==> config.mk <==
export PLATFORM = sky130hd
export DESIGN_NAME = gcd_ci_sequencer_flat
export DESIGN_NICKNAME = d
export VERILOG_FILES = /design/src/rtl/gcd_ci_sequencer_pkg.sv /design/src/rtl/gcd_ci_sequencer_if.sv /design/src/rtl/gcd_ci_sequencer_sync_fifo.sv /design/src/rtl/gcd_ci_sequencer.sv /design/src/flat_wrapper.sv
export SDC_FILE = /design/constraint.sdc
export NUM_CORES = 1
export LEC_CHECK = 0
export BUFFER_PORTS_ARGS = -buffer_cell sky130_fd_sc_hd__buf_2
export CAP_MARGIN = 30
export CORE_ASPECT_RATIO = 1.2
export CORE_MARGIN = 1.5
export CORE_UTILIZATION = 40
export DETAILED_ROUTE_END_ITERATION = 12
export GPL_ROUTABILITY_DRIVEN = 0
export PLACE_DENSITY = 0.67
export SKIP_CTS_REPAIR_TIMING = 1
export SLEW_MARGIN = 40
export SYNTH_ARGS = -nofsm -noshare
export SYNTH_HDL_FRONTEND = slang
export SYNTH_SLANG_ARGS = --single-unit
==> constraint.sdc <==
create_clock -name clk -period 9.1 [get_ports clk]
set_input_delay 2.275 -clock clk [delete_from_list [all_inputs] [get_ports clk]]
set_output_delay 2.275 -clock clk [all_outputs]
set_load 0.1 [all_outputs]
==> src/rtl/gcd_ci_sequencer_pkg.sv <==
// Shared definitions for the gcd_ci sequencer: register map, STATUS bit
// positions, the dispatch FSM state type and the queued operand pair layout.
// Used by: gcd_ci_sequencer.
package gcd_ci_sequencer_pkg;

  // Avalon-MM register addresses (word offsets)
  localparam logic [1:0] ADDR_OPA    = 2'd0;
  localparam logic [1:0] ADDR_OPB    = 2'd1;
  localparam logic [1:0] ADDR_RESULT = 2'd2;
  localparam logic [1:0] ADDR_STATUS = 2'd3;

  // STATUS bit indices; result count lives in [15:8]
  localparam int ST_IN_FULL   = 0;
  localparam int ST_RES_EMPTY = 1;
  localparam int ST_BUSY      = 2;
  localparam int ST_TIMEOUT   = 3;
  localparam int ST_OVERFLOW  = 4;
  localparam int ST_UNDERFLOW = 5;

  typedef enum logic [1:0] {
    S_IDLE,
    S_ISSUE,
    S_WAIT,
    S_DRAIN
  } state_t;

  typedef struct packed {
    logic [31:0] a;
    logic [31:0] b;
  } pair_t;

endpackage

==> src/rtl/gcd_ci_sequencer_if.sv <==
// Bus bundle between the CPU-facing Avalon-MM slave / gcd_ci core and the sequencer.
// slave  : sequencer view (Avalon slave, drives the core's custom-instruction inputs).
// master : CPU + gcd_ci view (drives Avalon requests, returns core result/done).
interface gcd_ci_sequencer_if;
  logic [1:0]  avs_address;
  logic        avs_write;
  logic [31:0] avs_writedata;
  logic        avs_read;
  logic [31:0] avs_readdata;
  logic        irq;
  logic        ci_clk_en;
  logic        ci_start;
  logic [31:0] ci_dataa;
  logic [31:0] ci_datab;
  logic [31:0] ci_result;
  logic        ci_done;

  modport slave (
    input  avs_address, avs_write, avs_writedata, avs_read, ci_result, ci_done,
    output avs_readdata, irq, ci_clk_en, ci_start, ci_dataa, ci_datab
  );

  modport master (
    output avs_address, avs_write, avs_writedata, avs_read, ci_result, ci_done,
    input  avs_readdata, irq, ci_clk_en, ci_start, ci_dataa, ci_datab
  );
endinterface

==> src/rtl/gcd_ci_sequencer_sync_fifo.sv <==
// Purpose: single-clock FIFO with show-ahead read data and occupancy count.
// Latency: pushed word visible on pop_dat the cycle after the push.
// Backpressure: push ignored while full, pop ignored while empty; push+pop together both take effect.
// Ports: clk/rst, push/push_dat, pop/pop_dat, full, empty, count.
module gcd_ci_sequencer_sync_fifo #(
  parameter int WIDTH = 32,
  parameter int DEPTH = 4
) (
  input  logic                     clk,
  input  logic                     rst,
  input  logic                     push,
  input  logic [WIDTH-1:0]         push_dat,
  input  logic                     pop,
  output logic [WIDTH-1:0]         pop_dat,
  output logic                     full,
  output logic                     empty,
  output logic [$clog2(DEPTH):0]   count
);
  localparam int AW = $clog2(DEPTH);

  logic [WIDTH-1:0] mem [DEPTH];
  logic [AW-1:0]    wr_ptr;
  logic [AW-1:0]    rd_ptr;
  logic             do_push;
  logic             do_pop;

  assign full    = (count == (AW+1)'(DEPTH));
  assign empty   = (count == '0);
  assign do_push = push && !full;
  assign do_pop  = pop && !empty;
  assign pop_dat = mem[rd_ptr];

  always_ff @(posedge clk or posedge rst) begin
    if (rst) begin
      wr_ptr <= '0;
      rd_ptr <= '0;
      count  <= '0;
    end else begin
      if (do_push) wr_ptr <= wr_ptr + AW'(1);
      if (do_pop)  rd_ptr <= rd_ptr + AW'(1);
      case ({do_push, do_pop})
        2'b10:   count <= count + (AW+1)'(1);
        2'b01:   count <= count - (AW+1)'(1);
        default: count <= count;
      endcase
    end
  end

  // Storage needs no reset: contents are only observed through valid entries.
  always_ff @(posedge clk) begin
    if (do_push) mem[wr_ptr] <= push_dat;
  end

endmodule

==> src/rtl/gcd_ci_sequencer.sv <==
// Purpose: queues operand pairs from an Avalon-MM slave, sequences gcd_ci jobs, queues results for readback.
// Latency: register reads return 1 cycle after avs_read; a job issues 2 cycles after its OPB write at the earliest.
// Backpressure: full input FIFO drops pairs (sticky overflow); full result FIFO holds dispatch in IDLE.
// Ports: clk, reset (async, active high), bus (Avalon slave + gcd_ci start/clk_en/data/result/done).
module gcd_ci_sequencer
  import gcd_ci_sequencer_pkg::*;
#(
  parameter int FIFO_DEPTH     = 4,
  parameter int TIMEOUT_CYCLES = 1048576
) (
  input  logic              clk,
  input  logic              reset,
  gcd_ci_sequencer_if.slave bus
);
  localparam int CW = $clog2(FIFO_DEPTH) + 1;
  localparam int WW = $clog2(TIMEOUT_CYCLES + 1);
  localparam logic [WW-1:0] WD_LAST = WW'(TIMEOUT_CYCLES - 1);

  logic wr_opa, wr_opb, wr_status, rd_result, rd_status;
  assign wr_opa    = bus.avs_write && (bus.avs_address == ADDR_OPA);
  assign wr_opb    = bus.avs_write && (bus.avs_address == ADDR_OPB);
  assign wr_status = bus.avs_write && (bus.avs_address == ADDR_STATUS);
  assign rd_result = bus.avs_read  && (bus.avs_address == ADDR_RESULT);
  assign rd_status = bus.avs_read  && (bus.avs_address == ADDR_STATUS);

  logic [31:0] opa_q;
  pair_t       in_push_dat, in_pop_dat;
  logic        in_pop, in_full, in_empty;
  logic [CW-1:0] in_count;
  logic        res_push, res_pop, res_full, res_empty;
  logic [31:0] res_push_dat, res_pop_dat;
  logic [CW-1:0] res_count;

  state_t      state_q, state_d;
  logic [31:0] dataa_q, datab_q;
  logic [WW-1:0] wdog_q;
  logic        load_ops, wdog_clr, wdog_inc, timeout_set, start, clk_en;
  logic        timeout_q, overflow_q, underflow_q;
  logic [31:0] status, readdata_q;
  logic        unused_in_count;

  assign in_push_dat     = '{a: opa_q, b: bus.avs_writedata};
  assign res_pop         = rd_result && !res_empty;
  assign unused_in_count = ^in_count;

  gcd_ci_sequencer_sync_fifo #(.WIDTH($bits(pair_t)), .DEPTH(FIFO_DEPTH)) u_in_fifo (
    .clk(clk), .rst(reset),
    .push(wr_opb), .push_dat(in_push_dat),
    .pop(in_pop), .pop_dat(in_pop_dat),
    .full(in_full), .empty(in_empty), .count(in_count)
  );

  gcd_ci_sequencer_sync_fifo #(.WIDTH(32), .DEPTH(FIFO_DEPTH)) u_res_fifo (
    .clk(clk), .rst(reset),
    .push(res_push), .push_dat(res_push_dat),
    .pop(res_pop), .pop_dat(res_pop_dat),
    .full(res_full), .empty(res_empty), .count(res_count)
  );

  always_comb begin
    status = '0;
    status[ST_IN_FULL]   = in_full;
    status[ST_RES_EMPTY] = res_empty;
    status[ST_BUSY]      = (state_q != S_IDLE);
    status[ST_TIMEOUT]   = timeout_q;
    status[ST_OVERFLOW]  = overflow_q;
    status[ST_UNDERFLOW] = underflow_q;
    status[15:8]         = 8'(res_count);
  end

  // Register file, sticky flags and read data. A flag event in the same cycle
  // as its W1C clear wins so no event is lost.
  always_ff @(posedge clk or posedge reset) begin
    if (reset) begin
      opa_q       <= '0;
      timeout_q   <= 1'b0;
      overflow_q  <= 1'b0;
      underflow_q <= 1'b0;
      readdata_q  <= '0;
    end else begin
      if (wr_opa) opa_q <= bus.avs_writedata;
      if (wr_status) begin
        if (bus.avs_writedata[ST_TIMEOUT])   timeout_q   <= 1'b0;
        if (bus.avs_writedata[ST_OVERFLOW])  overflow_q  <= 1'b0;
        if (bus.avs_writedata[ST_UNDERFLOW]) underflow_q <= 1'b0;
      end
      if (timeout_set)            timeout_q   <= 1'b1;
      if (wr_opb && in_full)      overflow_q  <= 1'b1;
      if (rd_result && res_empty) underflow_q <= 1'b1;
      readdata_q <= '0;
      if (res_pop)   readdata_q <= res_pop_dat;
      if (rd_status) readdata_q <= status;
    end
  end

  always_ff @(posedge clk or posedge reset) begin
    if (reset) begin
      state_q <= S_IDLE;
      dataa_q <= '0;
      datab_q <= '0;
      wdog_q  <= '0;
    end else begin
      state_q <= state_d;
      if (load_ops) begin
        dataa_q <= in_pop_dat.a;
        datab_q <= in_pop_dat.b;
      end
      if (wdog_clr)      wdog_q <= '0;
      else if (wdog_inc) wdog_q <= wdog_q + WW'(1);
    end
  end

  // Dispatch only when a result slot is free, so the job in flight can
  // always push its result (or the timeout zero) without stalling.
  always_comb begin
    state_d      = state_q;
    in_pop       = 1'b0;
    res_push     = 1'b0;
    res_push_dat = '0;
    load_ops     = 1'b0;
    wdog_clr     = 1'b0;
    wdog_inc     = 1'b0;
    timeout_set  = 1'b0;
    start        = 1'b0;
    clk_en       = 1'b0;
    case (state_q)
      S_IDLE: begin
        if (!in_empty && !res_full) begin
          in_pop = 1'b1;
          if (in_pop_dat.a == '0 || in_pop_dat.b == '0) begin
            // gcd(x,0)=x never terminates in the core; answer it here.
            res_push     = 1'b1;
            res_push_dat = (in_pop_dat.a > in_pop_dat.b) ? in_pop_dat.a : in_pop_dat.b;
          end else begin
            load_ops = 1'b1;
            state_d  = S_ISSUE;
          end
        end
      end
      S_ISSUE: begin
        start    = 1'b1;
        clk_en   = 1'b1;
        wdog_clr = 1'b1;
        state_d  = S_WAIT;
      end
      S_WAIT: begin
        clk_en = 1'b1;
        if (bus.ci_done) begin
          res_push     = 1'b1;
          res_push_dat = bus.ci_result;
          state_d      = S_DRAIN;
        end else if (wdog_q == WD_LAST) begin
          res_push    = 1'b1;
          timeout_set = 1'b1;
          state_d     = S_DRAIN;
        end else begin
          wdog_inc = 1'b1;
        end
      end
      // One cycle with clk_en low lets the core drop done before the next issue.
      S_DRAIN: state_d = S_IDLE;
      default: state_d = S_IDLE;
    endcase
  end

  assign bus.avs_readdata = readdata_q;
  assign bus.irq          = !res_empty;
  assign bus.ci_clk_en    = clk_en;
  assign bus.ci_start     = start;
  assign bus.ci_dataa     = dataa_q;
  assign bus.ci_datab     = datab_q;

endmodule

==> src/flat_wrapper.sv <==
// flat-port wrapper written by rule: the top's interface ports become plain ports
module gcd_ci_sequencer_flat import gcd_ci_sequencer_pkg::*;
#(
  parameter int FIFO_DEPTH     = 4,
  parameter int TIMEOUT_CYCLES = 1048576
)
  (clk, reset, bus_avs_address, bus_avs_write, bus_avs_writedata, bus_avs_read, bus_ci_result, bus_ci_done, bus_avs_readdata, bus_irq, bus_ci_clk_en, bus_ci_start, bus_ci_dataa, bus_ci_datab);
  gcd_ci_sequencer_if bus_i ();
  input  logic clk;
  input  logic reset;
  input wire logic [$bits(bus_i.avs_address)-1:0] bus_avs_address;
  input wire logic [$bits(bus_i.avs_write)-1:0] bus_avs_write;
  input wire logic [$bits(bus_i.avs_writedata)-1:0] bus_avs_writedata;
  input wire logic [$bits(bus_i.avs_read)-1:0] bus_avs_read;
  input wire logic [$bits(bus_i.ci_result)-1:0] bus_ci_result;
  input wire logic [$bits(bus_i.ci_done)-1:0] bus_ci_done;
  output wire logic [$bits(bus_i.avs_readdata)-1:0] bus_avs_readdata;
  output wire logic [$bits(bus_i.irq)-1:0] bus_irq;
  output wire logic [$bits(bus_i.ci_clk_en)-1:0] bus_ci_clk_en;
  output wire logic [$bits(bus_i.ci_start)-1:0] bus_ci_start;
  output wire logic [$bits(bus_i.ci_dataa)-1:0] bus_ci_dataa;
  output wire logic [$bits(bus_i.ci_datab)-1:0] bus_ci_datab;
  assign bus_i.avs_address = bus_avs_address;
  assign bus_i.avs_write = bus_avs_write;
  assign bus_i.avs_writedata = bus_avs_writedata;
  assign bus_i.avs_read = bus_avs_read;
  assign bus_i.ci_result = bus_ci_result;
  assign bus_i.ci_done = bus_ci_done;
  assign bus_avs_readdata = bus_i.avs_readdata;
  assign bus_irq = bus_i.irq;
  assign bus_ci_clk_en = bus_i.ci_clk_en;
  assign bus_ci_start = bus_i.ci_start;
  assign bus_ci_dataa = bus_i.ci_dataa;
  assign bus_ci_datab = bus_i.ci_datab;
  gcd_ci_sequencer #(.FIFO_DEPTH(FIFO_DEPTH), .TIMEOUT_CYCLES(TIMEOUT_CYCLES)) u_core (.clk(clk), .reset(reset), .bus(bus_i));
endmodule
==> reports/metrics.yaml <==
floorplan:
  start_util_pct: 40.5
  fp.dieH_um: 261
  core_mm2: 0.0548
  die_w_um: 218
  io_pins: 170
  dieArea_mm2: 0.0569
  fp-row-count: 94
sta:
  timing.final.crit_period_ns: 5.54
  max_freq_ghz: 0.181
  worst_pin_slew_ns: 0.751
  fin_tns_setup_ns: 0
  finClkSkew_ns: 0.0293
  min_period_over_period_pct: 60.8
  whs_ns: 0.487
  grt_setup_unrepaired: "no"
  drv_slew: 0
  hold_viol: 0
  final-setup-viol-count: 0
  relSlewSlack_pct: 50.0
yosys:
  yosysSeqAreaShare_pct: 70.9
  yosysTopAreaCell: "edfxtp_1"
  synth_area_leaders: "edfxtp_1, dfrtp_1, mux4_2"
  synth_enable_flop_cells: 384
  synth_cell_types: 45
  synth_top_area_share_pct: 52.0
  synth_nets: 1361
  syn_avg_cell_area_um2: 17.9
  synthesis.instances: 1242
  synth_common_cells: "edfxtp_1, dfrtp_1, mux4_2"
  synth.most_common_cell: "edfxtp_1"
  ys_ff_latch: 552
  ys.flop_type: "edfxtp_1"
  async_flop_share_pct: 30.4
  ys_warn_count: 0
  syn_area_mm2: 0.0222
cts:
  cts_tree: "yes"
  clkLatencyLatePin_ns: 0.61
  clock_path_buffers: 3
  cts_max_level: 2
  clk_pin_slew_ns: 0.06
  clock-root-buffer: "clkbuf_16"
  numCtsBuffers: 52
  clock_sinks: 552
grt:
  grt_pass1_wl_mm: 77.0
  use_met1_pct: 23.7
  grt_max_degree: 71
  grt_pass1_vias: 12100
  overflow: 0
  antenna_found_initial: 11
  grt_util_met3_pct: 3.77
  grt_use_met2_pct: 30.6
  track_usage_pct: 18.4
  grt.busiest_layer: "met2"
outcome:
  status: "finished clean"
route:
  wl_per_cell_um: 23.6
  drc: 0
  dr.pass1.iters: 5
  drt_iter0_drc: 1020
  viasPerCell: 5.35
  totalWireLength_mm: 51.9
  antenna_left: 0
  routed-via-count: 11800
final_layout:
  multi_input_area_mm2: 0.00603
  seqCellArea_mm2: 0.0157
  stdcell_area_mm2: 0.0256
  utilization_pct: 46.7
  area_delta_synth_final_pct: 15.4
  drive_gt1_share_pct: 28.2
  fin_nets: 1552
  nFillCells: 4726
critical_path:
  r2r_cells: 11
  critPathKind: "reg2reg"
  timing.rr.start: "u_core.u_in_fifo.rd_ptr[0]"
  cp-start-kind: "flop"
  regToRegEndpoint: "u_core.u_res_fifo.mem[0][27]"
  cp_max_fo: 36
  crit_path_end_kind: "flop"
  cp.required_ns: 9.42
  rrSetupSlack_ns: 3.56
  timing.critical_path.arrival_ns: 5.85
place:
  postPlaceCellArea_mm2: 0.0239
  detailed_place_hpwl_mm: 34.1
  port_buffers: 169
power_and_ir_drop:
  comb_power_share_pct: 41.0
  cellPowerDensity_mw_per_mm2: 369
  p_leak_uw: 0.00965
  ir_worst_vdd_v: 0.000392
  p_sw_uw: 3980
  internal_power_uw: 5460
  seqPwrFrac_pct: 36.3
  switching_share_pct: 42.2
  clkPwrFrac_pct: 22.7
  power_uw: 9440
worst_hold_path:
  whs_path_depth: 1
  hold_path_end: "u_core.bus.ci_dataa[30]"
  hold_start: "u_core.bus.ci_dataa[30]"
  hold_class: "reg2reg"
flow_run:
  maxCapViolCount: 0
==> per-layer routing <==
metal  wire length, um  up-vias
li1                  -     5167
met1             20900     6081
met2             25700      377
met3              3180      116
met4              2050       12
met5                68        -
==> cell usage in the layout, fill, tap and decap left out, types with 29 or more instances in the layout <==
| cell type | n |
|---|---|
| edfxtp_1 | 384 |
| buf_2 | 169 |
| dfrtp_1 | 164 |
| mux4_2 | 96 |
| mux2_1 | 61 |
| nand2_1 | 58 |
| inv_1 | 53 |
| clkbuf_16 | 53 |
| o21ai_0 | 49 |
| ha_1 | 45 |
| mux2_2 | 37 |
| mux2i_1 | 33 |
| and2_1 | 29 |
==> critical path: stages, from the launching register on <==
cell and delay (ns):
dfrtp_4 0.90, buf_4 0.65, mux4_2 0.66, ha_1 0.35
nand4_1 0.21, or4_1 0.60, nor4_1 0.21, o22ai_1 0.16
nor2_4 0.13, buf_4 0.50, mux2i_1 0.22, o21ai_0 0.56
==> registers in the layout (all words and copies together), names as in the netlist, 2 cells and up <==
register / flops
u_core.bus.avs_readdata: 32
u_core.bus.ci_dataa: 32
u_core.bus.ci_datab: 32
u_core.opa_q: 32
u_core.state_q: 2
u_core.u_in_fifo.count: 3
u_core.u_in_fifo.mem: 256
u_core.u_in_fifo.rd_ptr: 2
u_core.u_in_fifo.wr_ptr: 2
u_core.u_res_fifo.count: 3
u_core.u_res_fifo.mem: 128
u_core.u_res_fifo.rd_ptr: 2
u_core.u_res_fifo.wr_ptr: 2
u_core.wdog_q: 21
==> per-stage QoR <==
step           std cells  setup WS [ns]
2_1_floorplan       1242           2.28
3_3_place_gp        2099           3.70
3_5_place_dp        2099           3.58
4_1_cts             2197           3.55
5_1_grt             2197           3.27
6_report            2198           3.56
==> area by class of cell <==
cell class,instances,share of cell area [%]
sequential,552,61.5
timing repair buffer,187,3.95
clock buffer,80,6.01
antenna,1,0.00978
inverter,54,0.812
clock inverter,18,0.587
tap,720,3.52
multi-input combinational,586,23.6
==> power by group through the flow <==
stage	Clock [uW]	Sequential (uW)	Combinational [uW]
final	2140	3420	3870
after global routing	2290	3470	4080
after CTS	2190	3430	3890
after detailed placement	0	3480	3880
after global placement	0	3460	3850
after floorplan	0	4490	1840
==> cell families (layout without fill, tap and decap cells) <==
logic type                 after synthesis  after routing  synth area share (%)
adders and majority gates               48             48                  2.78
muxes                                  227            227                  16.2
DFF                                    552            552                  70.9
xor gates and xnor gates                30             30                  1.18
AOI/OAI and AO/OA                       86             86                  2.30
other                                    0              1                     0
buffers and inverters                  104            339                  2.09
and+or+nand+nor                        195            195                  4.50
==> how the worst max path moves through the flow <==
stage	startpoint	endpoint	slack [ns]
floorplan	reset	u_core.bus.avs_readdata[0]	2.28
global placement	u_core.u_in_fifo.rd_ptr[0]	u_core.u_res_fifo.mem[0][0]	3.70
detailed placement	u_core.u_in_fifo.rd_ptr[0]	u_core.u_res_fifo.mem[2][21]	3.58
CTS	u_core.u_in_fifo.rd_ptr[0]	u_core.u_res_fifo.mem[2][21]	3.55
global route	u_core.u_in_fifo.rd_ptr[0]	u_core.u_res_fifo.mem[0][27]	3.27
finish	u_core.u_in_fifo.rd_ptr[0]	u_core.u_res_fifo.mem[0][27]	3.56
(Power assumes the default switching activity.)
